$ cat src/rtl/layer_inter_pingpong_control_pkg.sv
// Shared definitions for the layer-to-layer ping-pong buffer controller.
// Holds the producer/consumer FSM encodings, the bank count and the default
// feature-buffer address width used by the top-level parameter.
package layer_inter_pingpong_control_pkg;

   localparam int DEFAULT_ADDR_WIDTH = 9;
   localparam int NUM_BANKS          = 2;

   typedef enum logic {
      P_IDLE = 1'b0,
      P_RUN  = 1'b1
   } producer_state_t;

   typedef enum logic {
      C_IDLE = 1'b0,
      C_RUN  = 1'b1
   } consumer_state_t;

endpackage

$ cat src/rtl/edge_pulse_detect.sv
// Rising-edge detector: one delay register plus an AND with the inverted
// delayed copy.
// Ports:
//    clock  rising-edge clock
//    reset  synchronous active-high reset, clears the delay register
//    sig    level input to watch
//    pulse  high in every cycle where sig==1 and its previous value was 0
module edge_pulse_detect (
   input  logic clock,
   input  logic reset,
   input  logic sig,
   output logic pulse
);

   logic sig_delayed_reg;

   always_ff @(posedge clock) begin
      if (reset) begin
         sig_delayed_reg <= 1'b0;
      end else begin
         sig_delayed_reg <= sig;
      end
   end

   assign pulse = sig & ~sig_delayed_reg;

endmodule

$ cat src/rtl/layer_inter_pingpong_control.sv
// Ping-pong controller between a producer (former) layer and a consumer
// (next) layer sharing two feature-buffer banks.
// The producer fills bank wr_sel while the consumer drains bank rd_sel; each
// finished frame marks its bank full, each consumed frame marks it empty.
// Ports:
//    clock, reset                      clock / synchronous active-high reset
//    enable                            allows the producer to start new frames
//    layer_former_done/next_done       frame-complete levels (rising edge used)
//    layer_former_enable/reset         producer run level / start pulse
//    layer_next_enable/reset           consumer run level / start pulse
//    rden/wren/address_a/b_former      producer port strobes and addresses
//    rden/address_a/b_next             consumer read strobes and addresses
//    bank0_*/bank1_*                   muxed per-bank strobes and addresses
//    bank_full                         per-bank full flags
module layer_inter_pingpong_control
   import layer_inter_pingpong_control_pkg::*;
#(
   parameter int ADDR_WIDTH = DEFAULT_ADDR_WIDTH
) (
   input  logic                  clock,
   input  logic                  reset,
   input  logic                  enable,
   input  logic                  layer_former_done,
   input  logic                  layer_next_done,
   output logic                  layer_former_enable,
   output logic                  layer_former_reset,
   output logic                  layer_next_enable,
   output logic                  layer_next_reset,
   input  logic                  rden_a_former,
   input  logic                  rden_b_former,
   input  logic                  wren_a_former,
   input  logic                  wren_b_former,
   input  logic [ADDR_WIDTH-1:0] address_a_former,
   input  logic [ADDR_WIDTH-1:0] address_b_former,
   input  logic                  rden_a_next,
   input  logic                  rden_b_next,
   input  logic [ADDR_WIDTH-1:0] address_a_next,
   input  logic [ADDR_WIDTH-1:0] address_b_next,
   output logic                  bank0_rden_a,
   output logic                  bank0_rden_b,
   output logic                  bank0_wren_a,
   output logic                  bank0_wren_b,
   output logic                  bank1_rden_a,
   output logic                  bank1_rden_b,
   output logic                  bank1_wren_a,
   output logic                  bank1_wren_b,
   output logic [ADDR_WIDTH-1:0] bank0_address_a,
   output logic [ADDR_WIDTH-1:0] bank0_address_b,
   output logic [ADDR_WIDTH-1:0] bank1_address_a,
   output logic [ADDR_WIDTH-1:0] bank1_address_b,
   output logic [1:0]            bank_full
);

   producer_state_t p_state_reg, p_state_next;
   consumer_state_t c_state_reg, c_state_next;
   logic [1:0]      full_reg, full_next;
   logic            wr_sel_reg, wr_sel_next;
   logic            rd_sel_reg, rd_sel_next;

   logic former_done_edge, next_done_edge;
   logic former_frame_done, next_frame_done;

   edge_pulse_detect u_former_done (
      .clock (clock), .reset (reset), .sig (layer_former_done), .pulse (former_done_edge)
   );
   edge_pulse_detect u_next_done (
      .clock (clock), .reset (reset), .sig (layer_next_done), .pulse (next_done_edge)
   );
   edge_pulse_detect u_former_start (
      .clock (clock), .reset (reset), .sig (layer_former_enable), .pulse (layer_former_reset)
   );
   edge_pulse_detect u_next_start (
      .clock (clock), .reset (reset), .sig (layer_next_enable), .pulse (layer_next_reset)
   );

   // Done edges only count while the matching side is actually running.
   assign former_frame_done = (p_state_reg == P_RUN) && former_done_edge;
   assign next_frame_done   = (c_state_reg == C_RUN) && next_done_edge;

   always_ff @(posedge clock) begin
      if (reset) begin
         p_state_reg <= P_IDLE;
         c_state_reg <= C_IDLE;
         full_reg    <= 2'b00;
         wr_sel_reg  <= 1'b0;
         rd_sel_reg  <= 1'b0;
      end else begin
         p_state_reg <= p_state_next;
         c_state_reg <= c_state_next;
         full_reg    <= full_next;
         wr_sel_reg  <= wr_sel_next;
         rd_sel_reg  <= rd_sel_next;
      end
   end

   // Producer and consumer always own different banks (a running producer's
   // bank is empty, a running consumer's bank is full), so the set and clear
   // below never hit the same bit.
   always_comb begin
      p_state_next = p_state_reg;
      c_state_next = c_state_reg;
      full_next    = full_reg;
      wr_sel_next  = wr_sel_reg;
      rd_sel_next  = rd_sel_reg;

      case (p_state_reg)
         P_IDLE: begin
            if (enable && !full_reg[wr_sel_reg]) begin
               p_state_next = P_RUN;
            end
         end
         P_RUN: begin
            if (former_frame_done) begin
               p_state_next          = P_IDLE;
               full_next[wr_sel_reg] = 1'b1;
               wr_sel_next           = ~wr_sel_reg;
            end
         end
         default: p_state_next = P_IDLE;
      endcase

      case (c_state_reg)
         C_IDLE: begin
            if (full_reg[rd_sel_reg]) begin
               c_state_next = C_RUN;
            end
         end
         C_RUN: begin
            if (next_frame_done) begin
               c_state_next          = C_IDLE;
               full_next[rd_sel_reg] = 1'b0;
               rd_sel_next           = ~rd_sel_reg;
            end
         end
         default: c_state_next = C_IDLE;
      endcase
   end

   assign layer_former_enable = (p_state_reg == P_RUN);
   assign layer_next_enable   = (c_state_reg == C_RUN);
   assign bank_full           = full_reg;

   logic [NUM_BANKS-1:0]  producer_owns, consumer_owns;
   logic [NUM_BANKS-1:0]  mux_rden_a, mux_rden_b, mux_wren_a, mux_wren_b;
   logic [ADDR_WIDTH-1:0] mux_address_a [NUM_BANKS];
   logic [ADDR_WIDTH-1:0] mux_address_b [NUM_BANKS];

   genvar gi;
   generate
      for (gi = 0; gi < NUM_BANKS; gi++) begin : g_bank
         localparam logic BANK_ID = (gi == 1);

         assign producer_owns[gi] = layer_former_enable && (wr_sel_reg == BANK_ID);
         assign consumer_owns[gi] = layer_next_enable   && (rd_sel_reg == BANK_ID);

         // The consumer only reads, so its write strobes are tied low.
         assign mux_rden_a[gi] = producer_owns[gi] ? rden_a_former :
                                 consumer_owns[gi] ? rden_a_next : 1'b0;
         assign mux_rden_b[gi] = producer_owns[gi] ? rden_b_former :
                                 consumer_owns[gi] ? rden_b_next : 1'b0;
         assign mux_wren_a[gi] = producer_owns[gi] ? wren_a_former : 1'b0;
         assign mux_wren_b[gi] = producer_owns[gi] ? wren_b_former : 1'b0;
         assign mux_address_a[gi] = producer_owns[gi] ? address_a_former :
                                    consumer_owns[gi] ? address_a_next : '0;
         assign mux_address_b[gi] = producer_owns[gi] ? address_b_former :
                                    consumer_owns[gi] ? address_b_next : '0;
      end
   endgenerate

   assign bank0_rden_a    = mux_rden_a[0];
   assign bank0_rden_b    = mux_rden_b[0];
   assign bank0_wren_a    = mux_wren_a[0];
   assign bank0_wren_b    = mux_wren_b[0];
   assign bank0_address_a = mux_address_a[0];
   assign bank0_address_b = mux_address_b[0];
   assign bank1_rden_a    = mux_rden_a[1];
   assign bank1_rden_b    = mux_rden_b[1];
   assign bank1_wren_a    = mux_wren_a[1];
   assign bank1_wren_b    = mux_wren_b[1];
   assign bank1_address_a = mux_address_a[1];
   assign bank1_address_b = mux_address_b[1];

endmodule

$ cat config.mk
export PLATFORM = sky130hd
export DESIGN_NAME = layer_inter_pingpong_control
export DESIGN_NICKNAME = d
export VERILOG_FILES = /design/src/rtl/layer_inter_pingpong_control_pkg.sv /design/src/rtl/edge_pulse_detect.sv /design/src/rtl/layer_inter_pingpong_control.sv
export SDC_FILE = /design/constraint.sdc
export NUM_CORES = 1
export LEC_CHECK = 0
export ABC_CLOCK_PERIOD_IN_PS = 1100
export BUFFER_PORTS_ARGS = -buffer_cell sky130_fd_sc_hd__buf_2
export CAP_MARGIN = 10
export CORE_MARGIN = 8
export CORE_UTILIZATION = 38
export DETAILED_ROUTE_END_ITERATION = 16
export PLACE_DENSITY = 0.77
export SYNTH_ARGS = -nofsm -noshare
export SYNTH_HDL_FRONTEND = slang
export SYNTH_SLANG_ARGS = --single-unit
export TNS_END_PERCENT = 5
$ cat constraint.sdc
create_clock -name clock -period 1.1 [get_ports clock]
set_input_delay 0.055 -clock clock [delete_from_list [all_inputs] [get_ports clock]]
set_output_delay 0.055 -clock clock [all_outputs]
set_load 0.005 [all_outputs]
==> impl_metrics.tcl <==
set metrics [dict create \
    path_depth 4 \
    first_global_vias 1687 \
    cts_max_path_buffers 2 \
    slew-limit-headroom_pct 80.94 \
    dr.pass1.iters 4 \
    synth_area_leader_cell "o31ai_2" \
    status "finished with violations" \
    largest_reg_flops 2 \
    period_share_pct 126.0 \
    leakagePower_uw 0.001326 \
    holdPathEnd "u_next_done.sig_delayed_reg" \
    ys_top_cells_by_area "o31ai_2, a41o_1, dfxtp_1" \
    postPlaceCellArea_um2 1984 \
    path_cells "and2b_4 > buf_12 > o31ai_2 > buf_2" \
    critical_path_buf_inv_count 2 \
    fill_cells 356 \
    cp-start-kind "flip-flop" \
    hp-start "layer_next_done" \
    numCtsBuffers 3 \
    synthDistinctLibCells 28 \
    die_h_um 77.27 \
    ant_nets 0 \
    worstPathMaxFanout 7 \
    ys.flop_type "dfxtp_1" \
    drt_iter0_drc 76 \
    peakVddDrop_mv 0.5913 \
    gr-total-overflow 0 \
    worstHoldPathType "in2reg" \
    synth_common_cells "inv_1, and3_1, nand3b_1" \
    r2r-start "layer_former_enable" \
    r2r_slack_ps 0 \
    slowest_stage "dfxtp_4" \
    synth-xor-area-share_pct 0 \
    slew_viol_final 0 \
    muxShareOfSynthArea_pct 2.982 \
    placementRows 22 \
    core_um2 3633 \
    vias_per_cell 5.394 \
    drive_gt1_share_pct 57.58 \
    clock_skew_ps 4.816 \
    cp_data_required_time_ps 1040 \
    syn-num-nets 214 \
    synth-edff-count 0 \
    grt_antenna_before_repair 0 \
    n_antenna_cell 0 \
    synth.most_common_cell "inv_1" \
    hpwl_mm 3.717 \
    hold_viol 0 \
    arrival_ps 1330 \
    whs_path_depth 2 \
    grt_pass1_wl_mm 7.962 \
    areaGrowthSynthToFinish_pct 51.58 \
    yosysSeqAreaShare_pct 14.04 \
    dieArea_um2 5970 \
    crit_type "reg2out" \
    nets 313 \
    p_total_uw 1590 \
    clkSlewWorstSetupHoldPaths_ps 50 \
    rsz0062_at_grt "true" \
    yosys_warnings 0 \
    critPathCaptureType "primary output" \
    grt_use_total_pct 15.56 \
    setup_viol_count_final 46 \
    final_area_um2 2162 \
    vias 1683 \
    fin_setup_tns_ps -11290 \
    clkSinkCount 10 \
    grt_max_degree 23 \
    seqCellArea_um2 210.2 \
    synth_top_family_by_area "compound AO/OA/AOI/OAI gates" \
    synth_compound_area_share_pct 34.74 \
    multiInputGateArea_um2 1082 \
    period_minus_slack_ps 1386 \
    netlist_area_um2 1426 \
    yosys_register_bits 10 \
    synth_top_area_share_pct 17.54 \
    htreeDepth 1 \
    start_util_pct 39.26 \
    drc 0 \
    maxCapViolations 0 \
    max_freq_mhz 721.3 \
    critPathTopFamily "flip-flops" \
    setup_ws_ps -286.4 \
    pwr_density_cell_nw_per_um2 735.6 \
    yosys.area_share.simple_pct 30.96 \
    synth_cells 167 \
    synthAdderAreaFrac_pct 0 \
    avgSynthCellArea_um2 8.541 \
    r2r-end "wr_sel_reg" \
    worst_pin_slew_ps 285.7 \
    wl_mm 5.020 \
    numPortBuffers 96 \
    ios 97 \
    r2r_cells 3 \
    async_flop_share_pct 0 \
    slowest_delay_ps 370 \
    routabilityCongestion 0.7478 \
    die_w_um 77.27 \
    wire_per_inst_um 16.09 \
    cts_tree "yes" \
    clk_latency_ps 240 \
    cts_root_buf "clkbuf_8" \
    violations "setup timing" \
]
==> metrics by stage <==
stage	worst slack (ps)	utilization [%]	cells	hold slack [ps]
final	-286.4	59.50	312	81.48
after CTS	-304.8	56.78	311	86.91
after detailed placement	-100.5	54.61	307	338.7
after global routing	-339.3	59.50	312	101.4
after global placement	-78.52	54.61	307	285.9
after floorplan	58.29	-	167	183.2
==> layer usage <==
metal / vias to the layer above / wire length (µm) / GRT usage [%]
met4: 0 / 44 / 3.962
met5: - / 0 / 0
met1: 779 / 2127 / 17.60
met2: 77 / 2350 / 26.12
li1: 823 / - / -
met3: 4 / 497 / 6.527
==> final cells by class <==
| type | instances | share of cell area [%] |
|---|---|---|
| timing repair buffer | 115 | 31.25 |
| tap | 48 | 2.778 |
| clock buffer | 3 | 1.910 |
| sequential | 10 | 9.722 |
| inverter | 24 | 4.282 |
| multi-input combinational | 112 | 50.06 |
==> how the worst max path moves through the flow <==
stage | startpoint | to | slack, ps
floorplan | layer_former_enable | wr_sel_reg | 60
global placement | layer_former_enable | bank0_address_b[8] | -80
detailed placement | layer_former_enable | bank0_address_b[8] | -100
CTS | layer_former_enable | bank0_address_b[5] | -300
global route | wr_sel_reg | bank1_address_a[7] | -340
finish | layer_former_enable | bank0_rden_b | -290
==> power by group <==
group | internal (µW) | total (µW) | switching, µW
clock network | 240 | 386 | 146
logic | 382 | 790 | 408
registers | 386 | 415 | 28.9
total | 1010 | 1590 | 583
==> worst reg2reg max path, stage by stage (launching register included) <==
cell and delay [ps]:
dfxtp_4 400, buf_4 180, nand3b_1 90, mux2_1 310
==> repair_timing <==
action	CTS	global route
hold buffers	0	0
pin swaps	0	3
endpoints found under the setup margin	49	49
resized for setup	7	15
setup buffers	1	0
gates cloned	0	1
==> kinds of logic after synthesis <==
group / Yosys count
AND/OR/NAND/NOR: 63
buffers and inverters: 46
AO/OA/AOI/OAI: 44
flip-flops: 10
multiplexers: 4
==> placed cells by master (no fill, tap or decap), drive strengths merged <==
cell / synthesis / final
inv: 24 / 24
a211oi: 1 / 1
nor3b: 1 / 1
nand3b: 21 / 21
and3b: 1 / 1
mux2: 2 / 2
and2: 2 / 2
nand2b: 2 / 3
nand2: 1 / 1
nor2b: 6 / 6
nor2: 4 / 4
nand4b: 1 / 1
and3: 22 / 22
clkbuf: 2 / 3
a41o: 20 / 20
a221oi: 2 / 2
nand4bb: 1 / 1
and2b: 1 / 1
dfxtp: 10 / 10
buf: 20 / 115
mux2i: 2 / 2
a22o: 1 / 1
o31ai: 20 / 20
Note: power is estimated with default switching activity, not from simulation.
